## config.mk

```make
export PLATFORM = sky130hd
export DESIGN_NAME = hs32_mdu_seq
export DESIGN_NICKNAME = d
export VERILOG_FILES = /design/src/rtl/hs32_mdu_seq.sv
export SDC_FILE = /design/constraint.sdc
export NUM_CORES = 1
export LEC_CHECK = 0
export ABC_CLOCK_PERIOD_IN_PS = 5020
export BUFFER_PORTS_ARGS = -buffer_cell sky130_fd_sc_hd__buf_4
export CORE_MARGIN = 2
export CORE_UTILIZATION = 40
export CTS_CLUSTER_SIZE = 25
export DETAILED_ROUTE_END_ITERATION = 12
export HOLD_SLACK_MARGIN = 0.15
export PLACE_DENSITY = 0.71
export SYNTH_ARGS = -nofsm -noshare
export SYNTH_HDL_FRONTEND = slang
export SYNTH_SLANG_ARGS = --single-unit
```

## constraint.sdc

```tcl
create_clock -name clk -period 5.02 [get_ports clk]
set_input_delay 1.506 -clock clk [delete_from_list [all_inputs] [get_ports clk]]
set_output_delay 1.506 -clock clk [all_outputs]
set_load 0.1 [all_outputs]
```

## src/rtl/hs32_mdu_seq.sv

```systemverilog
// hs32_mdu_seq -- multi-cycle unsigned multiply / divide sequencer.
//
// Shares the hs32 ALU adder with the execute stage. It does one
// shift-add (MULU) or one restoring-divide (DIVU) step per cycle in which
// the core's ALU mux grants it the adder. All 32 steps of an operation run
// through the ALU. Architectural flags are never written (fwe/cen stay 0).
//
// Ports
//   clk, reset        clock, synchronous active-high reset
//   req_valid_i/_ready_o, op_i (0=MULU,1=DIVU), opa_i, opb_i : request
//   resp_valid_o/_ready_i, resp_lo_o (prod lo / quot), resp_hi_o (prod hi / rem)
//   busy_o            sequencer is not idle
//   alu_req_o/alu_gnt_i  ALU borrow handshake
//   alu_a_o, alu_b_o, alu_ctl_o  operands and control presented to the ALU
//   alu_out_i         combinational ALU result

package hs32_mdu_pkg;
  typedef struct packed {
    logic       fwe;   // flag write enable
    logic       cen;   // carry-in enable
    logic [1:0] opr;   // operation select, 00 = adder
    logic       neg;   // invert b
    logic       sub;   // subtract (a - b)
  } hs32_aluctl;
endpackage

module hs32_mdu_seq
  import hs32_mdu_pkg::*;
#(
  parameter logic [31:0] DIV0_Q = 32'hFFFF_FFFF
) (
  input  logic        clk,
  input  logic        reset,
  input  logic        req_valid_i,
  output logic        req_ready_o,
  input  logic        op_i,
  input  logic [31:0] opa_i,
  input  logic [31:0] opb_i,
  output logic        resp_valid_o,
  input  logic        resp_ready_i,
  output logic [31:0] resp_lo_o,
  output logic [31:0] resp_hi_o,
  output logic        busy_o,
  output logic        alu_req_o,
  input  logic        alu_gnt_i,
  output logic [31:0] alu_a_o,
  output logic [31:0] alu_b_o,
  output hs32_aluctl  alu_ctl_o,
  input  logic [31:0] alu_out_i
);

  typedef enum logic [1:0] {IDLE, MUL, DIV, DONE} state_e;

  state_e      state_q, state_d;
  logic [31:0] hi_q, hi_d;
  logic [31:0] lo_q, lo_d;
  logic [31:0] opnd_q, opnd_d;   // multiplicand (MUL) or divisor (DIV)
  logic [4:0]  cnt_q, cnt_d;

  // ---------------------------------------------------------------------
  // Datapath helpers
  // ---------------------------------------------------------------------
  logic [31:0] rs;        // partial remainder shifted left by one
  logic        mul_c;     // adder carry-out, rebuilt from the MSBs
  logic        div_m;     // bit shifted out of hi: remainder >= 2^32
  logic        div_nb;    // no borrow: rs >= divisor

  assign rs    = {hi_q[30:0], lo_q[31]};
  assign div_m = hi_q[31];

  // The ALU only returns a 32-bit sum, so carry / borrow are recovered
  // from the operand MSBs and the result MSB.
  assign mul_c  = (hi_q[31] & opnd_q[31]) |
                  ((hi_q[31] | opnd_q[31]) & ~alu_out_i[31]);
  assign div_nb = (rs[31] & ~opnd_q[31]) |
                  ((rs[31] | ~opnd_q[31]) & ~alu_out_i[31]);

  localparam hs32_aluctl CTL_ADD = '{fwe: 1'b0, cen: 1'b0, opr: 2'b00,
                                     neg: 1'b0, sub: 1'b0};
  localparam hs32_aluctl CTL_SUB = '{fwe: 1'b0, cen: 1'b0, opr: 2'b00,
                                     neg: 1'b1, sub: 1'b1};

  // ---------------------------------------------------------------------
  // State register
  // ---------------------------------------------------------------------
  always_ff @(posedge clk) begin
    if (reset) begin
      state_q <= IDLE;
      hi_q    <= '0;
      lo_q    <= '0;
      opnd_q  <= '0;
      cnt_q   <= '0;
    end else begin
      state_q <= state_d;
      hi_q    <= hi_d;
      lo_q    <= lo_d;
      opnd_q  <= opnd_d;
      cnt_q   <= cnt_d;
    end
  end

  // ---------------------------------------------------------------------
  // Next state and outputs
  // ---------------------------------------------------------------------
  always_comb begin
    state_d      = state_q;
    hi_d         = hi_q;
    lo_d         = lo_q;
    opnd_d       = opnd_q;
    cnt_d        = cnt_q;
    req_ready_o  = 1'b0;
    resp_valid_o = 1'b0;
    resp_lo_o    = '0;
    resp_hi_o    = '0;
    alu_req_o    = 1'b0;
    alu_a_o      = hi_q;
    alu_b_o      = opnd_q;
    alu_ctl_o    = CTL_ADD;

    case (state_q)
      IDLE: begin
        req_ready_o = 1'b1;
        if (req_valid_i) begin
          cnt_d = '0;
          if (!op_i) begin
            hi_d    = '0;
            lo_d    = opb_i;
            opnd_d  = opa_i;
            state_d = MUL;
          end else if (opb_i != '0) begin
            hi_d    = '0;
            lo_d    = opa_i;
            opnd_d  = opb_i;
            state_d = DIV;
          end else begin
            // Divide by zero needs no iterations: answer right away.
            hi_d    = opa_i;
            lo_d    = DIV0_Q;
            opnd_d  = opb_i;
            state_d = DONE;
          end
        end
      end

      MUL: begin
        alu_req_o = 1'b1;
        alu_a_o   = hi_q;
        alu_ctl_o = CTL_ADD;
        if (alu_gnt_i) begin
          if (lo_q[0]) begin
            hi_d = {mul_c, alu_out_i[31:1]};
            lo_d = {alu_out_i[0], lo_q[31:1]};
          end else begin
            hi_d = {1'b0, hi_q[31:1]};
            lo_d = {hi_q[0], lo_q[31:1]};
          end
          cnt_d = cnt_q + 5'd1;
          if (cnt_q == 5'd31) state_d = DONE;
        end
      end

      DIV: begin
        alu_req_o = 1'b1;
        alu_a_o   = rs;
        alu_ctl_o = CTL_SUB;
        if (alu_gnt_i) begin
          // With div_m set the true remainder is 33 bits wide and always
          // exceeds the divisor; the truncated difference is still exact.
          if (div_m | div_nb) begin
            hi_d = alu_out_i;
            lo_d = {lo_q[30:0], 1'b1};
          end else begin
            hi_d = rs;
            lo_d = {lo_q[30:0], 1'b0};
          end
          cnt_d = cnt_q + 5'd1;
          if (cnt_q == 5'd31) state_d = DONE;
        end
      end

      DONE: begin
        resp_valid_o = 1'b1;
        resp_lo_o    = lo_q;
        resp_hi_o    = hi_q;
        if (resp_ready_i) state_d = IDLE;
      end

      default: state_d = IDLE;
    endcase
  end

  assign busy_o = (state_q != IDLE);

endmodule

```

==> metrics.md, run 1 <==
| Metric | Value |
|---|---|
| Synth area leaders | dfxtp_1 27%, nor2_1 11%, mux2i_1 8.5%, a221oi_2 5.9%, and2_1 5.3% |
| Crit share post-route | 78.3% |
| Hold bufs inserted after CTS | 0 |
| WL/cell | 19.8 um |
| Net Sw Frac | 60.7% |
| Worst-Skew Late Latency | 360 ps |
| Final Hold Vio Count | 0 |
| Slew at the pin closest to its max-slew limit | 1280 ps |
| Clock transition at path regs | 70 ps |
| Status | finished clean |
| Post-synthesis adder-cell area fraction | less than 1% |
| Share of the synthesized area in the top cell type | 27.0% |
| Layout Skew | 6.10 ps |
| Initial DRC count | 914 |
| Global-route wire length before repair | 42.8 mm |
| Startpoint Class | register |
| Unrepaired setup endpoints after global routing | no |
| CORE AREA | about 0.019 mm^2 |
| Fmax | 0.254 GHz |
| Area growth from synthesis to layout | 27.0% |
| Clock share of power | 11.3% |
| Rows | 50 |
| CTS Buf Count | 9 |
| Synthesized flop and latch total | 103 |
| Synth Flop Type | dfxtp_1 |
| Largest net degree at the start of global routing | between 70 and 80 |
| Synth Area in XOR/XNOR | 0.115% |
| Slew margin rel. | between 10% and 20% |
| Setup TNS | 0 ps |
| Root Driver | clkbuf_16 |
| DRT Pass-1 Iters | 6 |
| Crit path kind | reg2out |
| Vias | roughly 8500 |
| Synth Area in Compound Gates | 24.4% |
| FF-to-FF path depth | 7 |
| Seq pwr share | 19.4% |
| Area leader, netlist | dfxtp_1 |
| Congestion Overflow GR | 0 |
| Fin Hold WS | between 400 and 500 ps |
| Nets | 1282 |
| Area of the die | 0.0202 mm^2 |
| Port bufs | ~240 |
| Resized Gates After CTS | 0 |
| # Post-CTS Setup Buffers | 0 |
| Final WL | roughly 28 mm |
| Sequential fraction of the synthesis area | 27.0% |
| Post-synth top cells | 222 x nor2_1, 103 x dfxtp_1, 65 x and2_1, 65 x mux2i_1 |
| Comb pwr share | 69.2% |
| Hold Crit Class | reg2reg |
| Worst hold path stage count | 2 |
| CP Capture Type | output port |
| Io pins | between 200 and 250 |
| Max Slew Vio Count | 0 |
| Die height | between 100 and 150 um |
| Initial antenna violation count | 0 |
| Tot Pwr | 0.00744 W |
| Warnings from Yosys | 0 |
| Max-capacitance violation count | 0 |
| Internal power | 0.00293 W |
| GR Util All Layers | 26.5% |
| # diodes | 0 |
| Post-synth EDFFs | 0 |
| Switching power | 0.00452 W |
| Avg Cell Area, Syn | about 7.5 um^2 |
| Leak pwr | 3.79 nW |
| TritonCTS clock tree | built |
| Vias in the first global route | just under 8000 |
| Clock net sink count | a little over 100 |
| Vias per Instance | 6.01 |
| Worst Path Arrival | 2420 ps |
| Endpoints failing setup | 0 |
| Layout cell share with drive strength beyond 1 | between 20% and 30% |
| Crit path max fanout | 72 |
| Top-count cell post-synth | nor2_1 |
| Maximum vdd drop | ~420 uV |
| Synthesized instance count | 1020 |
| Die W | ~140 um |
| H-tree depth | 3 |
| Post-DP HPWL | 18.7 mm |
| Remaining DRCs | 0 |
| Mapped Area | about 0.0076 mm^2 |
| Asr flop ratio synth | 0% |
| Number of unique standard cell types used by synthesis | 48 |
| Mux contribution to synthesized area | 13.4% |
| Critical path required time | around 3500 ps |
| Tmin final | 3930 ps |
| Main combinational cell family by area after synthesis | simple AND/OR/NAND/NOR gates |
| Initial Util | about two fifths |
| CTS Buffer Depth | 2 |
| Post-Synth Simple-Gate Area | a little over a quarter |
| Gp weighted congestion | between 0.8 and 0.9 |
| Final ANT Viol Nets | 0 |
| Cell Pwr Density | 767 mW/mm^2 |
through the flow:
| stage | utilization [%] | setup slack (ps) | std cells | cell area, um^2 |
|---|---|---|---|---|
| CTS | 51.9 | 1150 | 1413 | 9700 |
| finish | 51.9 | 1090 | 1413 | 9700 |
| global placement | 50.0 | 1550 | 1397 | 9360 |
| global route | 51.9 | 1010 | 1413 | 9700 |
| floorplan | - | 864 | 1023 | 7650 |
| detailed placement | 50.0 | 1520 | 1397 | 9360 |
power groups by stage:
stage          logic (W)  registers [W]  clock network (W)
2_1_floorplan    0.00371        0.00177                  0
3_3_place_gp     0.00509        0.00145                  0
3_5_place_dp     0.00511        0.00146                  0
4_1_cts          0.00512        0.00144           0.000849
5_1_grt          0.00544        0.00149           0.000876
6_report         0.00515        0.00145           0.000844
final timing paths:
kind | from | to | slack [ps]
max | state_q[0] | alu_ctl_o[0] | 1090
min reg2reg | cnt_q[3] | cnt_q[3] | 490
max reg2reg | state_q[1] | hi_q[15] | 1540
min | cnt_q[3] | cnt_q[3] | 490
cell families (layout without fill, tap and decap cells):
family,after synthesis,after routing
AND/OR/NAND/NOR,443,443
AO/OA/AOI/OAI,249,249
buffers and inverters,119,275
flip-flops,103,103
multiplexers,98,98
adder cells (fa/ha/maj),6,6
other,1,4
XOR/XNOR,1,1
sequential cells by signal (all words and copies together), names as in the netlist:
register  count
alu_b_o      32
state_q       2
cnt_q         5
lo_q         32
hi_q         32
cells in the final DEF, fill, tap and decap left out, drive strengths merged, types with 8 or more instances in the layout:
cell type / n
nand2: 36
a221oi: 31
o21ai: 65
a31oi: 64
nor4: 8
buf: 252
dfxtp: 103
mux2: 33
and2: 66
clkbuf: 11
nor2: 222
nand4: 33
a22oi: 32
inv: 8
mux2i: 65
nor3: 32
nand3: 35
a211oi: 35
area by class of cell:
type	count	area (um^2)
clock buffers	11	243
multi-input cells	801	5080
clock inverters	5	104
repair buffers	252	1890
well taps	234	293
fillers	1891	9000
flip-flops and latches	103	2060
inverters	7	26.3
critical path, stage by stage, from the launching register on:
cell	delay [ps]
dfxtp_1	340
inv_1	120
ha_4	770
buf_4	410
buf_4	350
routing by layer:
| metal | GRT usage (%) | wire length [um] | vias up |
|---|---|---|---|
| li1 | - | - | 4010 |
| met1 | 34.1 | 11500 | 3985 |
| met3 | 5.08 | 2360 | 46 |
| met5 | 0 | 0 | - |
| met4 | 10.1 | 882 | 0 |
| met2 | 44.1 | 13300 | 451 |
No activity file was read; power rests on OpenSTA's default activity.
==> run 2: changes to the inputs <==
Settings changed: ABC_CLOCK_PERIOD_IN_PS 5020 to 3350, PLACE_DENSITY 0.71 to 0.74.
Clock period 5.02 ns to 3.35 ns, I/O delays scaled along.
==> metrics.md, run 2 (synthesis results as in run 1) <==
| Metric | Value |
|---|---|
| Maximum vdd drop | 858 uV |
| Tot Pwr | around 0.011 W |
| Hold Crit Class | reg2reg |
| Hold Crit Start | alu_b_o[10] |
| Gp weighted congestion | 0.863 |
| Die W | 142 um |
| Vias | about 8400 |
| Global-route wire length before repair | 41.3 mm |
| Rows | 50 |
| Worst Path Arrival | 2110 ps |
| Slew margin rel. | 15.7% |
| Fmax | 0.321 GHz |
| Hold endpoint | alu_b_o[10] |
| # diodes | 0 |
| Slew at the pin closest to its max-slew limit | 1260 ps |
| Layout Skew | 12.9 ps |
| Final Cell Area | 0.00982 mm^2 |
| Status | finished clean |
| Unrepaired setup endpoints after global routing | no |
| Initial DRC count | 711 |
| CORE AREA | 0.0187 mm^2 |
| Initial antenna violation count | 0 |
| DP Area | 0.00951 mm^2 |
| Worst-Skew Late Latency | 360 ps |
| Hold bufs inserted after CTS | 0 |
| Layout cell share with drive strength beyond 1 | slightly below 30% |
| TritonCTS clock tree | built |
| Critical path required time | 2340 ps |
| Max Slew Vio Count | 0 |
| Area growth from synthesis to layout | 28.4% |
| Leak pwr | 3.84 nW |
| Met2 WL post-DR | between 10 and 15 mm |
| FF-to-FF Start | state_q[0] |
| Worst hold path stage count | 2 |
| Remaining DRCs | 0 |
| H-tree depth | 3 |
| Final WL | between 20 and 30 mm |
| WL/cell | approximately 19 um |
| Top layer used by detailed routing | met4 |
| Crit path max fanout | 23 |
| GR Util All Layers | approximately a quarter |
| Crit path kind | reg2out |
| Crit share post-route | 92.9% |
| Max-capacitance violation count | 0 |
| Nets | 1292 |
| Vias per Instance | 5.91 |
| Post-layout util | 52.5% |
| CTS Buf Count | 9 |
| Root Driver | clkbuf_16 |
| CTS Buffer Depth | 2 |
| Most frequent cells in the layout | 256 x buf_4, 221 x nor2_1, 102 x dfxtp_1 |
| # Post-CTS Setup Buffers | 0 |
| CP Capture Type | output port |
| Io pins | 240 |
| Startpoint Class | register |
| Final Hold Vio Count | 0 |
| Port bufs | between 200 and 250 |
| Die height | ~140 um |
| Congestion Overflow GR | 0 |
| Routed length on met1 | 11.3 mm |
| R2r setup slk | roughly 600 ps |
| # fillers | 1786 |
| Cell Pwr Density | 1130 mW/mm^2 |
| Commonest non-fill, non-tap cell in the layout | buf_4 |
| Setup TNS | 0 ps |
| Initial Util | 40.9% |
| Final ANT Viol Nets | 0 |
| Post-DP HPWL | 18.7 mm |
| Vias in the first global route | around 7700 |
| Wire length on met3 | between 2 and 2.5 mm |
| DRT Pass-1 Iters | 5 |
| Largest net degree at the start of global routing | between 60 and 70 |
| Tmin final | about 3100 ps |
| Reg-to-Reg End | lo_q[2] |
| Clock transition at path regs | 70 ps |
| Resized Gates After CTS | 0 |
| FF-to-FF path depth | 8 |
| Endpoints failing setup | 0 |
| Area of the die | slightly above 0.02 mm^2 |
| Clock net sink count | 103 |
==> run 2: cell count changes in the layout (fill, tap and decap cells not counted) <==
cell        previous run  this run
buf_12                 0         6
buf_4                252       256
bufinv_16              3         1
clkbuf_1               1         0
clkbuf_8               1         2
clkinv_2               1         2
clkinv_4               0         1
clkinvlp_4             0         1
inv_6                  1         0
==> run 2: cell type report <==
| cell class | count | area, um^2 | share of cell area, % |
|---|---|---|---|
| Tap cell | 234 | 293 | 2.98 |
| Clock buffer | 11 | 253 | 2.57 |
| Timing Repair Buffer | 262 | 2040 | 20.8 |
| Sequential cell | 103 | 2060 | 21.0 |
| Multi-Input combinational cell | 801 | 5080 | 51.8 |
| Inverter | 7 | 26.3 | 0.268 |
| Clock inverter | 5 | 56.3 | 0.574 |
==> run 2: layer usage <==
metal,vias up,track usage [%]
met5,-,0
met4,0,10.4
met3,58,4.14
met2,396,41.7
met1,3936,34.1
li1,4013,-
==> run 2: how the worst max path moves through the flow <==
| stage | startpoint | endpoint | cells after the start |
|---|---|---|---|
| 2_1_floorplan | state_q[0] | alu_a_o[10] | 6 |
| 3_3_place_gp | opb_i[27] | lo_q[1] | 6 |
| 3_5_place_dp | opb_i[3] | lo_q[1] | 6 |
| 4_1_cts | state_q[0] | alu_a_o[4] | 5 |
| 5_1_grt | state_q[0] | alu_a_o[4] | 5 |
| 6_report | state_q[0] | alu_a_o[4] | 5 |
==> run 2: per-stage QoR <==
stage,setup slack (ps),instances,hold slack [ps]
finish,237,1423,499
global route,158,1423,519
CTS,236,1423,500
detailed placement,587,1407,491
global placement,545,1407,479
floorplan,38.2,1023,451
==> run 2: report_power, final <==
part	internal [W]	switching (W)	total [W]
Sequential	0.00166	0.000530	0.00219
Clock	0.000620	0.000503	0.00112
Combinational	0.00211	0.00570	0.00781
Total	0.00439	0.00674	0.0111
==> run 2: worst max-delay path, cell delays in order (launching register included) <==
cell and delay [ps]:
dfxtp_1 350, inv_1 130, ha_4 390, buf_4 260
mux2_2 360, buf_4 240
==> run 3: changes to the inputs <==
Settings changed: MAX_ROUTING_LAYER set to met4, TNS_END_PERCENT set to 50.
==> metrics.md, run 3 (synthesis results as in run 1) <==
| Metric | Value |
|---|---|
| Status | finished clean |
| Initial Util | between 40% and 50% |
| Worst Path Arrival | 2110 ps |
| Most frequent cells in the layout | 256 x buf_4, 221 x nor2_1, 102 x dfxtp_1 |
| GR Util All Layers | 26.5% |
| Final WL | 27.1 mm |
| WL/cell | 19.0 um |
| Final Hold Vio Count | 0 |
| Hold bufs inserted after CTS | 0 |
| Endpoints failing setup | 0 |
| Area growth from synthesis to layout | 28.4% |
| Tmin final | 3110 ps |
| Critical path required time | 2340 ps |
| Area of the die | 0.0202 mm^2 |
| Setup TNS | 0 ps |
| Slew margin rel. | 17.4% |
| Clock net sink count | 103 |
| Hold Crit Class | reg2reg |
| Fmax | 0.321 GHz |
| Remaining DRCs | 0 |
| Post-layout util | 52.5% |
| CTS Buffer Depth | 2 |
| TritonCTS clock tree | built |
| Final ANT Viol Nets | 0 |
| Reg-to-Reg End | lo_q[2] |
| Commonest non-fill, non-tap cell in the layout | buf_4 |
| Crit path max fanout | 23 |
| Startpoint Class | register |
| Io pins | 240 |
| Hold Crit Start | alu_b_o[10] |
| Resized Gates After CTS | 0 |
| Max Slew Vio Count | 0 |
| Worst hold path stage count | 2 |
| CP Capture Type | output port |
| Layout cell share with drive strength beyond 1 | 29.8% |
| Layout Skew | 13.8 ps |
| Vias in the first global route | between 7000 and 8000 |
| DRT Pass-1 Iters | 5 |
| Global-route wire length before repair | 41.3 mm |
| FF-to-FF path depth | 8 |
| Leak pwr | 3.84 nW |
| Max-capacitance violation count | 0 |
| # Post-CTS Setup Buffers | 0 |
| Port bufs | 235 |
| Gp weighted congestion | 0.877 |
| Rows | 50 |
| Initial DRC count | 719 |
| Maximum vdd drop | 859 uV |
| Initial antenna violation count | 0 |
| CORE AREA | around 0.019 mm^2 |
| Fin Hold WS | around 500 ps |
| Congestion Overflow GR | 0 |
| H-tree depth | 3 |
| Slew at the pin closest to its max-slew limit | around 1200 ps |
| CTS Buf Count | 9 |
| Largest net degree at the start of global routing | 65 |
| Hold endpoint | alu_b_o[10] |
| Vias | 8421 |
| Unrepaired setup endpoints after global routing | no |
| Worst-Skew Late Latency | between 300 and 400 ps |
| Crit share post-route | 92.9% |
| Nets | ~1300 |
| Vias per Instance | 5.92 |
| Root Driver | clkbuf_16 |
| Crit path kind | reg2out |
| Clock transition at path regs | 70 ps |
| Die height | around 140 um |
| FF-to-FF Start | state_q[0] |
| # diodes | 0 |
| R2r setup slk | just under 600 ps |
| Post-DP HPWL | 18.7 mm |
| Tot Pwr | 0.0111 W |
| Cell Pwr Density | 1130 mW/mm^2 |
| Die W | 142 um |
[run 3: critical path, cell delays in order (launching register included)]
cell	delay, ps
dfxtp_1	350
inv_1	130
ha_4	390
buf_4	270
mux2_2	360
buf_4	240
[run 3: how the worst max path moves through the flow]
| stage | start | to | slack [ps] | depth (start not counted) |
|---|---|---|---|---|
| after floorplan | state_q[0] | alu_a_o[10] | 40 | 6 |
| after global placement | opb_i[27] | lo_q[1] | 550 | 6 |
| after detailed placement | opb_i[3] | lo_q[1] | 590 | 6 |
| after CTS | state_q[0] | alu_a_o[4] | 240 | 5 |
| after global routing | state_q[0] | alu_a_o[4] | 160 | 5 |
| final | state_q[0] | alu_a_o[4] | 240 | 5 |
[run 3: where the power goes]
group / leakage [nW] / switching (W) / internal (W)
Clock: 0.152 / 0.000499 / 0.000620
Combinational: 2.84 / 0.00571 / 0.00211
Sequential: 0.849 / 0.000529 / 0.00166
[run 3: stage by stage]
step / cell area, um^2 / worst slack [ps] / std cells
6_report: 9820 / 237 / 1423
3_5_place_dp: 9510 / 587 / 1407
2_1_floorplan: 7660 / 38.2 / 1023
5_1_grt: 9820 / 160 / 1423
3_3_place_gp: 9510 / 545 / 1407
4_1_cts: 9820 / 236 / 1423
[run 3: area by class of cell]
class,instances,area (um^2)
fillers,1786,8890
multi-input cells,801,5080
flip-flops and latches,103,2060
repair buffers,262,2040
well taps,234,293
clock buffers,11,253
clock inverters,5,56.3
inverters,7,26.3
[run 3: per-layer routing]
metal / global-route usage, % / routed length, um / part of all wire (%)
met1: 34.2 / 11400 / 42
met3: 3.63 / 2160 / 8.0
met4: 10.4 / 877 / 3.2
met2: 42.0 / 12700 / 47
met5: - / 0 / 0
